**src/rtl/mt32_pkg.sv**
```systemverilog
`default_nettype none
// ============================================================================
//  Module      : mt32_pkg
//  Description : Shared MT19937 constants, FSM encoding and index helpers.
//  Revision    : 1.0 - initial release
// ============================================================================
package mt32_pkg;

    localparam int          N        = 624;
    localparam int          M        = 397;
    localparam int          AW       = 10;
    localparam logic [31:0] MATRIX_A = 32'h9908B0DF;
    localparam logic [31:0] TEMPER_B = 32'h9D2C5680;
    localparam logic [31:0] TEMPER_C = 32'hEFC60000;

    localparam int          ST_W      = 3;
    localparam logic [2:0]  ST_IDLE   = 3'd0;
    localparam logic [2:0]  ST_PRIME0 = 3'd1;
    localparam logic [2:0]  ST_PRIME1 = 3'd2;
    localparam logic [2:0]  ST_RD_A   = 3'd3;
    localparam logic [2:0]  ST_RD_B   = 3'd4;
    localparam logic [2:0]  ST_CALC   = 3'd5;
    localparam logic [2:0]  ST_OUT    = 3'd6;

    // Circular successor of a state index.
    function automatic logic [AW-1:0] idx_next(input logic [AW-1:0] idx);
        return (idx == AW'(N - 1)) ? '0 : idx + AW'(1);
    endfunction

    // Index of the word M positions ahead, wrapping around the state ring.
    function automatic logic [AW-1:0] idx_far(input logic [AW-1:0] idx);
        return (idx < AW'(N - M)) ? idx + AW'(M) : idx - AW'(N - M);
    endfunction

endpackage
`default_nettype wire

```
**src/rtl/mt32_if.sv**
```systemverilog
`default_nettype none
// ============================================================================
//  Module      : mt32_if
//  Description : State RAM ports and random-number stream of the generator.
//  Revision    : 1.0 - initial release
// ============================================================================
interface mt32_if;
    import mt32_pkg::*;

    logic [AW-1:0] rd_addr;
    logic [31:0]   rd_data;
    logic          wr_en;
    logic [AW-1:0] wr_addr;
    logic [31:0]   wr_data;
    logic [31:0]   rnd_data;
    logic          rnd_valid;
    logic          rnd_ready;

    modport master (
        output rd_addr,
        input  rd_data,
        output wr_en,
        output wr_addr,
        output wr_data,
        output rnd_data,
        output rnd_valid,
        input  rnd_ready
    );

    modport slave (
        input  rd_addr,
        output rd_data,
        input  wr_en,
        input  wr_addr,
        input  wr_data,
        input  rnd_data,
        input  rnd_valid,
        output rnd_ready
    );

endinterface
`default_nettype wire

```
**src/rtl/mt32_temper.sv**
```systemverilog
`default_nettype none
// ============================================================================
//  Module      : mt32_temper
//  Description : Combinational MT19937 tempering transform.
//  Revision    : 1.0 - initial release
// ============================================================================
module mt32_temper
    import mt32_pkg::*;
(
    input  wire logic [31:0] i_data,
    output logic      [31:0] o_data
);

    logic [31:0] w_s1;
    logic [31:0] w_s2;
    logic [31:0] w_s3;

    assign w_s1   = i_data ^ (i_data >> 11);
    assign w_s2   = w_s1 ^ ((w_s1 << 7) & TEMPER_B);
    assign w_s3   = w_s2 ^ ((w_s2 << 15) & TEMPER_C);
    assign o_data = w_s3 ^ (w_s3 >> 18);

endmodule
`default_nettype wire

```
**src/rtl/mt32_gen.sv**
```systemverilog
`default_nettype none
// ============================================================================
//  Module      : mt32_gen
//  Description : MT19937 in-place twist of the shared state RAM, tempered
//                output delivered one word per valid/ready handshake.
//  Revision    : 1.0 - initial release
// ============================================================================
module mt32_gen
    import mt32_pkg::*;
(
    input  wire logic  clk,
    input  wire logic  reset,
    input  wire logic  start,
    input  wire logic  hold,
    output logic       busy,
    mt32_if.master     bus
);

    logic [ST_W-1:0] r_state;
    logic [AW-1:0]   r_idx;
    logic [31:0]     r_cur;
    logic [31:0]     r_nxt;
    logic [31:0]     r_rnd;

    logic [AW-1:0]   w_idx1;
    logic [AW-1:0]   w_idxm;
    logic [31:0]     w_y;
    logic [31:0]     w_twist;
    logic [31:0]     w_tempered;

    assign w_idx1 = idx_next(r_idx);
    assign w_idxm = idx_far(r_idx);

    // rd_data in CALC is the far word mt[i+M]; cur/nxt hold mt[i] and mt[i+1].
    assign w_y     = {r_cur[31], r_nxt[30:0]};
    assign w_twist = bus.rd_data ^ (w_y >> 1) ^ (r_nxt[0] ? MATRIX_A : 32'h0);

    mt32_temper u_temper (
        .i_data (w_twist),
        .o_data (w_tempered)
    );

    always_ff @(posedge clk) begin
        if (reset) begin
            r_state <= ST_IDLE;
            r_idx   <= '0;
            r_cur   <= '0;
            r_nxt   <= '0;
            r_rnd   <= '0;
        end else if (hold) begin
            r_state <= ST_IDLE;
        end else if (start) begin
            r_state <= ST_PRIME0;
            r_idx   <= '0;
        end else begin
            case (r_state)
                ST_PRIME0: r_state <= ST_PRIME1;
                ST_PRIME1: begin
                    r_cur   <= bus.rd_data;
                    r_state <= ST_RD_A;
                end
                ST_RD_A:   r_state <= ST_RD_B;
                ST_RD_B: begin
                    r_nxt   <= bus.rd_data;
                    r_state <= ST_CALC;
                end
                ST_CALC: begin
                    r_rnd   <= w_tempered;
                    r_state <= ST_OUT;
                end
                ST_OUT: begin
                    if (bus.rnd_ready) begin
                        r_cur   <= r_nxt;
                        r_idx   <= w_idx1;
                        r_state <= ST_RD_A;
                    end
                end
                default:   r_state <= ST_IDLE;
            endcase
        end
    end

    // Write strobe is masked by hold so the init stage owns the RAM port.
    always_comb begin
        bus.rd_addr = '0;
        bus.wr_en   = 1'b0;
        bus.wr_addr = '0;
        bus.wr_data = '0;
        case (r_state)
            ST_RD_A: bus.rd_addr = w_idx1;
            ST_RD_B: bus.rd_addr = w_idxm;
            ST_CALC: begin
                bus.wr_en   = ~hold;
                bus.wr_addr = r_idx;
                bus.wr_data = w_twist;
            end
            default: ;
        endcase
    end

    assign bus.rnd_data  = r_rnd;
    assign bus.rnd_valid = (r_state == ST_OUT) && !hold;
    assign busy          = (r_state != ST_IDLE) && !hold;

endmodule
`default_nettype wire

```
**src/flat_wrapper.sv**
```systemverilog
// flat-port wrapper written by rule: the top's interface ports become plain ports
module mt32_gen_flat import mt32_pkg::*;
  (clk, reset, start, hold, busy, bus_rd_addr, bus_rd_data, bus_wr_en, bus_wr_addr, bus_wr_data, bus_rnd_data, bus_rnd_valid, bus_rnd_ready);
  mt32_if bus_i ();
  input  wire logic clk;
  input  wire logic reset;
  input  wire logic start;
  input  wire logic hold;
  output logic busy;
  output wire logic [$bits(bus_i.rd_addr)-1:0] bus_rd_addr;
  input wire logic [$bits(bus_i.rd_data)-1:0] bus_rd_data;
  output wire logic [$bits(bus_i.wr_en)-1:0] bus_wr_en;
  output wire logic [$bits(bus_i.wr_addr)-1:0] bus_wr_addr;
  output wire logic [$bits(bus_i.wr_data)-1:0] bus_wr_data;
  output wire logic [$bits(bus_i.rnd_data)-1:0] bus_rnd_data;
  output wire logic [$bits(bus_i.rnd_valid)-1:0] bus_rnd_valid;
  input wire logic [$bits(bus_i.rnd_ready)-1:0] bus_rnd_ready;
  assign bus_rd_addr = bus_i.rd_addr;
  assign bus_i.rd_data = bus_rd_data;
  assign bus_wr_en = bus_i.wr_en;
  assign bus_wr_addr = bus_i.wr_addr;
  assign bus_wr_data = bus_i.wr_data;
  assign bus_rnd_data = bus_i.rnd_data;
  assign bus_rnd_valid = bus_i.rnd_valid;
  assign bus_i.rnd_ready = bus_rnd_ready;
  mt32_gen u_core (.clk(clk), .reset(reset), .start(start), .hold(hold), .busy(busy), .bus(bus_i));
endmodule
```
**config.mk**
```make
export PLATFORM = sky130hd
export DESIGN_NAME = mt32_gen_flat
export DESIGN_NICKNAME = d
export VERILOG_FILES = /design/src/rtl/mt32_pkg.sv /design/src/rtl/mt32_if.sv /design/src/rtl/mt32_temper.sv /design/src/rtl/mt32_gen.sv /design/src/flat_wrapper.sv
export SDC_FILE = /design/constraint.sdc
export NUM_CORES = 1
export LEC_CHECK = 0
export CORE_UTILIZATION = 35
export DETAILED_ROUTE_END_ITERATION = 7
export PLACE_DENSITY_LB_ADDON = 0.3
export SLEW_MARGIN = 40
export SYNTH_ARGS = -nofsm -noshare
export SYNTH_HDL_FRONTEND = slang
export SYNTH_HIERARCHICAL = 1
export SYNTH_SLANG_ARGS = --single-unit
```
**constraint.sdc**
```tcl
create_clock -name clk -period 2.2 [get_ports clk]
set_input_delay 0.44 -clock clk [delete_from_list [all_inputs] [get_ports clk]]
set_output_delay 0.44 -clock clk [all_outputs]
set_load 0.05 [all_outputs]
```
==> results of run 1 <==
stage by stage:
stage / instances / setup slack [ns]
final: 1025 / -0.2834
after global routing: 1025 / -0.3625
after CTS: 1009 / -0.3174
after detailed placement: 977 / -0.2694
after global placement: 977 / -0.2064
after floorplan: 626 / -0.1293
flip-flops by register name, indices dropped and copies added, names as in the netlist:
signal and flops:
u_core/r_state 3, u_core/bus.rnd_data 32, u_core/r_cur 1, u_core/r_nxt 32, u_core/r_idx 10
layout by cell type (no fill, tap or decap), types with 3 or more instances in the layout:
cell type and n:
o21ai_2 5, buf_4 114, nor2b_4 12, nor2_1 19, dfxtp_1 70, nand3_1 9
a21oi_1 82, nand2_2 3, nor2b_1 10, clkbuf_16 10, a211o_1 4, dfxtp_2 6
inv_1 4, clkdlybuf4s50_1 65, xnor2_2 14, o21ai_0 6, nor2_2 4, xor2_1 30
nor3_1 7, nand2_1 141, xnor3_1 6, a31oi_1 3, buf_12 57, xnor2_1 51
and3_1 11, a21oi_2 4, buf_6 10, xor2_2 4, nor2b_2 13
power by group:
| group | switching (mW) | internal [mW] | total, mW |
|---|---|---|---|
| registers | 0.00183 | 1.41 | 1.41 |
| logic | 0.283 | 0.368 | 0.651 |
| clock network | 0.624 | 0.887 | 1.51 |
| total | 0.908 | 2.67 | 3.57 |
layout make-up:
class                           count  area [µm²]  share of cell area
Inverter                            4       15.01            0.001780
Tap cell                          176       220.2             0.02611
Clock inverter                      6       68.82            0.008159
Timing Repair Buffer              251        2839              0.3366
Multi-Input combinational cell    500        3486              0.4133
Sequential cell                    78        1577              0.1869
Clock buffer                       10       229.0             0.02715
cell families (layout without fill, tap and decap cells):
kind of cell               count (synthesis)  count (layout)
adders and majority gates                  6               6
and+or+nand+nor                          255             255
AOI/OAI and AO/OA                        131             131
xor gates and xnor gates                 106             106
muxes                                      2               2
buffers and inverters                     48             271
DFF                                       78              78
worst max path at each step:
stage	endpoint	cells past startpoint	start
6_report	bus_rd_addr[7]	7	u_core/r_idx[1]$_SDFFE_PP0P_
3_3_place_gp	u_core/bus.rnd_data[6]$_SDFFE_PP0P_	8	bus_rd_data[2]
4_1_cts	bus_rd_addr[7]	7	u_core/r_idx[1]$_SDFFE_PP0P_
5_1_grt	bus_rd_addr[7]	7	u_core/r_idx[1]$_SDFFE_PP0P_
2_1_floorplan	bus_rd_addr[6]	7	u_core/r_idx[0]$_SDFFE_PP0P_
3_5_place_dp	u_core/bus.rnd_data[24]$_SDFFE_PP0P_	8	bus_rd_data[2]
timing repair:
| action | CTS | global route |
|---|---|---|
| cloned | 1 | 0 |
| endpoints found under the setup margin | 20 | 41 |
| pin swaps | 12 | 15 |
| setup buffers | 15 | 16 |
| gates resized for setup | 51 | 45 |
per-layer routing:
metal,GRT usage,up-vias,wire (µm)
met4,0.07891,0,383
met5,0,-,0
li1,-,2506,-
met1,0.2996,2486,7428
met2,0.4059,176,8494
met3,0.05029,34,888
==> qor.csv, run 1 <==
metric,value,unit
Antenna diodes,0,
Slew Limit Headroom,0.5607,
"arithmetic-cell share of the synthesized area counting full adders, half adders and majority gates",0.01506,
global route overflow,0,
arrival time at the worst endpoint,2.04,ns
mean number of vias per cell,5.075,
ordered list of cells on the worst path,ha_4 -> and3_4 -> and4_4 -> nand2b_4 -> or3_1 -> o211ai_1 -> clkbuf_16,
Unique masters post-synth,52,
class of the tightest hold or removal check,input pin to flip-flop,
fraction of synthesized area in multiplexers,0.004154,
capture endpoint of the worst hold path,u_core/r_idx[2]$_SDFFE_PP0P_,
CTS tree,yes,
top flip-flop cell by instance count after synthesis,dfxtp_1,
DP Area,7511,µm²
IO Count,124,
warnings from Yosys,6,
worst-path maximum fanout,3,
static leakage,3.268,nW
buffer type at the clock tree root,clkbuf_16,
max cap viols,0,
number of clock sinks,78,
Layout Area Growth over Synthesis,75.00,%
Post-Syn Instances,626,
worst flop-to-flop path endpoint,u_core/bus.rnd_data[24]$_SDFFE_PP0P_,
summed area of non-filler cells in the final layout,8434,µm²
worst r2r path cells,9,
synthesized area,4820,µm²
Rows,42,
layout filler cell count,1110,
power density of the placed cells,423.7,nW/µm²
wire length of the first global-routing pass,26500,µm
largest voltage drop on the vdd net,427.6,µV
DIE WIDTH,119.3,µm
fraction of synthesis flops using an asynchronous set or reset pin,0,
register clock-pin slew on the reported worst setup and hold paths,0.06,ns
htree depth,3,
worst stage delay on the critical path,0.35,ns
result of the run,"finished, violations left",
worst-margin pin slew,0.6589,ns
Clock Skews,0.004897,ns
Post-synth EDFFs,0,
leading post-synthesis cells by instance count,"nand2_1, a21oi_1, dfxtp_1",
Synth Net Count,668,
violated checks,setup timing,
post-route core utilization,0.6319,
Highest Clock Rate,402.7,MHz
hold_ws,0.3489,ns
highest-delay cell along the critical path,dfxtp_4,
critical path data required time,1.76,ns
Worst Setup Start Kind,flip-flop,
RR Startpoint,u_core/r_nxt[0]$_SDFFE_PP0P_,
min setup slack post-route,-0.2834,ns
vias in the first global route,5123,
Worst R2R Setup Slack,0.16,ns
largest net degree at the start of global routing,61,
most frequent cell after synthesis,nand2_1,
count of state elements after synthesis,78,
cell family with the largest share of critical-path delay,simple AND/OR/NAND/NOR gates,
"post-synthesis share of cell area spent on and, or, nand and nor gates",0.2401,
total power,3.574,mW
number of detailed-routing iterations run before antenna repair,5,
number of instances on the worst hold path,2,
kind of end point of the critical path,output port,
layout cell share with drive strength beyond 1,0.3475,
floorplan core area,13350,µm²
Final #Nets,886,
minimum clock period,2.483,ns
TritonCTS Buffers,9,
final critical-path share of the clock period,1.129,
synthesized-area fraction occupied by xor and xnor cells,0.2207,
DR DRC count,0,
post-synthesis compound-gate area fraction,0.1560,
critical path start-end classification,flip-flop to output port,
initial antenna violation count,0,
Die H,119.3,µm
final HPWL from detailed placement,12380,µm
dominant combinational cell family by area after synthesis,simple AND/OR/NAND/NOR gates,
max-slew violations,0,
clock latency at the later pin of the worst-skew pair,0.34,ns
RSZ-0062 raised after global routing,yes,
routability-driven placement congestion ratio,0.8835,
Iter 0 DRT Violations,244,
final setup violating endpoints,8,
number of vias after detailed routing,5202,
cell type with the largest total area after synthesis,dfxtp_1,
initial core utilization,0.3611,
cts-stage hold buffer count,0,
average cell area after synthesis,7.699,µm²
combined buffer and inverter count along the critical path,1,
global routing usage summed across all routing layers,0.2389,
Detail Route Antenna Nets,0,
maximum clock insertion buffer count,2,
portion of synthesized cell area occupied by the leading cell type,0.3240,
endpoints failing hold,0,
startpoint of the lowest-slack hold path,reset,
cell types occupying the most area after synthesis,"dfxtp_1, nand2_1, xnor2_1",
routed wire length,17200,µm
die outline area,14240,µm²
WL per Instance,16.78,µm
count of input and output buffers,123,
total negative slack for setup checks,-1.786,ns
sequential area share after synthesis,0.3240,
No activity file was read; power rests on OpenSTA's default activity.
==> run 2, diff against run 1 <==
--- a/config.mk
+++ b/config.mk
@@ -5,7 +5,7 @@
 export SDC_FILE = /design/constraint.sdc
 export NUM_CORES = 1
 export LEC_CHECK = 0
-export CORE_UTILIZATION = 35
+export CORE_UTILIZATION = 41
 export DETAILED_ROUTE_END_ITERATION = 7
 export PLACE_DENSITY_LB_ADDON = 0.3
 export SLEW_MARGIN = 40
==> constraint.sdc (replaced) <==
create_clock -name clk -period 2.2 [get_ports clk]
set_input_delay 0.44 -clock clk [delete_from_list [all_inputs] [get_ports clk]]
set_output_delay 0.44 -clock clk [all_outputs]
set_load 0.02 [all_outputs]
==> run 2 against run 1 <==
Compared with the run above:
- the flow still finishes with violations (setup timing)
- critical endpoint is now bus_rd_addr[6]
- fmax rose by 3.3%
- register-to-register slack got worse by 0.08 ns
- sequential share of layout area rose by 2.1 points
- die area fell by 14%
- via count fell by 0.31%
- highest routed layer unchanged
==> qor.csv, run 2 (synthesis gave the netlist of run 1 again) <==
metric,value,unit,change
Highest Clock Rate,416.1,MHz,was 402.7 MHz
Worst R2R Setup Slack,0.08,ns,was 0.16 ns
worst-margin pin slew,0.4280,ns,was 0.6589 ns
floorplan core area,11420,µm²,was 13350 µm²
vias in the first global route,5091,,was 5123
violated checks,setup timing,,unchanged
Worst Setup Start Kind,flip-flop,,unchanged
WL per Instance,16.17,µm,was 16.78 µm
routed wire length,16170,µm,was 17200 µm
highest metal layer used by the detailed router,met4,,unchanged
Clock Skews,0.002849,ns,was 0.004897 ns
number of detailed-routing iterations run before antenna repair,5,,unchanged
DP Area,7111,µm²,was 7511 µm²
max-slew violations,0,,unchanged
worst r2r path cells,9,,unchanged
Detail Route Antenna Nets,0,,unchanged
number of vias after detailed routing,5186,,was 5202
cell count after placement,977,,unchanged
max cap viols,0,,unchanged
count of input and output buffers,123,,unchanged
length of routed met3 wiring,944,µm,was 888 µm
power density of the placed cells,463.9,nW/µm²,was 423.7 nW/µm²
global route overflow,0,,unchanged
mean number of vias per cell,5.186,,was 5.075
Antenna diodes,0,,unchanged
number of instances on the worst hold path,2,,unchanged
hold_ws,0.3740,ns,was 0.3489 ns
layout cell share with drive strength beyond 1,0.3162,,was 0.3475
final setup violating endpoints,8,,unchanged
endpoints failing hold,0,,unchanged
RR Startpoint,u_core/r_nxt[0]$_SDFFE_PP0P_,,unchanged
number of clock sinks,78,,unchanged
IO Count,124,,unchanged
Final #Nets,897,,was 886
class of the tightest hold or removal check,input pin to flip-flop,,unchanged
final critical-path share of the clock period,1.092,,was 1.129
die outline area,12190,µm²,was 14240 µm²
startpoint of the lowest-slack hold path,reset,,unchanged
wire length of the first global-routing pass,25050,µm,was 26500 µm
Rows,39,,was 42
static leakage,3.102,nW,was 3.268 nW
critical path start-end classification,flip-flop to output port,,unchanged
Slew Limit Headroom,0.7147,,was 0.5607
Layout Area Growth over Synthesis,56.49,%,was 75.00%
RSZ-0062 raised after global routing,yes,,unchanged
most frequent cells in the layout,"nand2_1, buf_4, a21oi_1, dfxtp_1, clkdlybuf4s50_1",,unchanged
largest voltage drop on the vdd net,332.7,µV,was 427.6 µV
largest net degree at the start of global routing,42,,was 61
min setup slack post-route,-0.2035,ns,was -0.2834 ns
DIE WIDTH,110.4,µm,was 119.3 µm
Die H,110.4,µm,was 119.3 µm
global routing usage summed across all routing layers,0.2559,,was 0.2389
DR DRC count,0,,unchanged
total power,3.499,mW,was 3.574 mW
buffer type at the clock tree root,clkbuf_16,,unchanged
TritonCTS Buffers,9,,unchanged
routability-driven placement congestion ratio,0.8747,,was 0.8835
"leading cell type in the layout, fill and taps excluded",nand2_1,,unchanged
CTS tree,yes,,unchanged
result of the run,"finished, violations left",,unchanged
maximum clock insertion buffer count,2,,unchanged
worst flop-to-flop path endpoint,u_core/bus.rnd_data[24]$_SDFFE_PP0P_,,unchanged
metal1 wirelength,6535,µm,was 7428 µm
initial antenna violation count,0,,unchanged
non-filler instance count after layout,1000,,was 1025
arrival time at the worst endpoint,1.96,ns,was 2.04 ns
register clock-pin slew on the reported worst setup and hold paths,0.06,ns,about the same
summed area of non-filler cells in the final layout,7542,µm²,was 8434 µm²
kind of end point of the critical path,output port,,unchanged
htree depth,3,,unchanged
capture endpoint of the worst hold path,u_core/r_idx[6]$_SDFFE_PP0P_,,was u_core/r_idx[2]$_SDFFE_PP0P_
critical path data required time,1.76,ns,about the same
clock latency at the later pin of the worst-skew pair,0.34,ns,about the same
Iter 0 DRT Violations,241,,was 244
final HPWL from detailed placement,12100,µm,was 12380 µm
met2 layer wire length in the routed design,8366,µm,was 8494 µm
cts-stage hold buffer count,0,,unchanged
minimum clock period,2.403,ns,was 2.483 ns
worst-path maximum fanout,7,,was 3
initial core utilization,0.4221,,was 0.3611
worst setup slack after placement,-0.4201,ns,was -0.2694 ns
## run 2: cell types whose count changed in the layout (fill, tap and decap cells not counted), moves of 4 or more
| cell | delta |
|---|---|
| clkbuf_2 | +14 |
| buf_2 | +27 |
| nor2b_2 | -10 |
| nor2b_1 | +21 |
| buf_12 | -51 |
| xnor2_2 | -5 |
| nor2b_4 | -11 |
| xnor2_1 | +4 |
| buf_4 | +19 |
## run 2: layout make-up
| cell class | instances | area, µm² |
|---|---|---|
| clock inverter | 4 | 51.30 |
| multi-input combinational | 500 | 3337 |
| fill | 963 | 3876 |
| timing repair buffer | 262 | 2165 |
| clock buffer | 9 | 225.2 |
| tap | 143 | 178.9 |
| sequential | 78 | 1570 |
| inverter | 4 | 15.01 |
## run 2: layer usage
metal | global-route usage | vias to the layer above
li1 | - | 2530
met5 | 0 | -
met4 | 0.08978 | 0
met3 | 0.05324 | 30
met1 | 0.2973 | 2454
met2 | 0.4617 | 172
## run 2: worst max path at each step
stage | slack, ns | from | endpoint | cells after the start
2_1_floorplan | 0.02 | u_core/r_idx[0]$_SDFFE_PP0P_ | bus_rd_addr[6] | 7
3_3_place_gp | -0.43 | u_core/r_idx[0]$_SDFFE_PP0P_ | bus_rd_addr[6] | 7
3_5_place_dp | -0.42 | u_core/r_idx[0]$_SDFFE_PP0P_ | bus_rd_addr[6] | 7
4_1_cts | -0.26 | u_core/r_idx[1]$_SDFFE_PP0P_ | bus_rd_addr[6] | 7
5_1_grt | -0.25 | u_core/r_idx[1]$_SDFFE_PP0P_ | bus_rd_addr[6] | 7
6_report | -0.20 | u_core/r_idx[1]$_SDFFE_PP0P_ | bus_rd_addr[6] | 7
## run 2: what timing repair did
action / 4_1_cts / 5_1_grt
gates cloned: 0 / 1
gates resized for setup: 203 / 77
setup endpoints to repair: 57 / 48
pin swaps: 15 / 21
setup buffers: 6 / 3
## run 2: stage by stage
stage                 util  TNS (ns)
floorplan                -         0
global placement    0.6227    -11.68
detailed placement  0.6227    -13.08
CTS                 0.6570    -1.419
global route        0.6605    -1.525
finish              0.6605    -1.018
## run 2: where the power goes
part,total [mW],switching [mW],internal (mW)
registers,1.41,0.00129,1.41
logic,0.648,0.280,0.368
clock network,1.44,0.577,0.859
total,3.50,0.859,2.64
## run 2: critical path: stages, from the launching register on
cell and delay, ns:
dfxtp_2 0.34, ha_4 0.17, or3_4 0.39, maj3_2 0.32, nand2_2 0.06, xor2_1 0.16, o21ai_2 0.07, buf_6 0.12
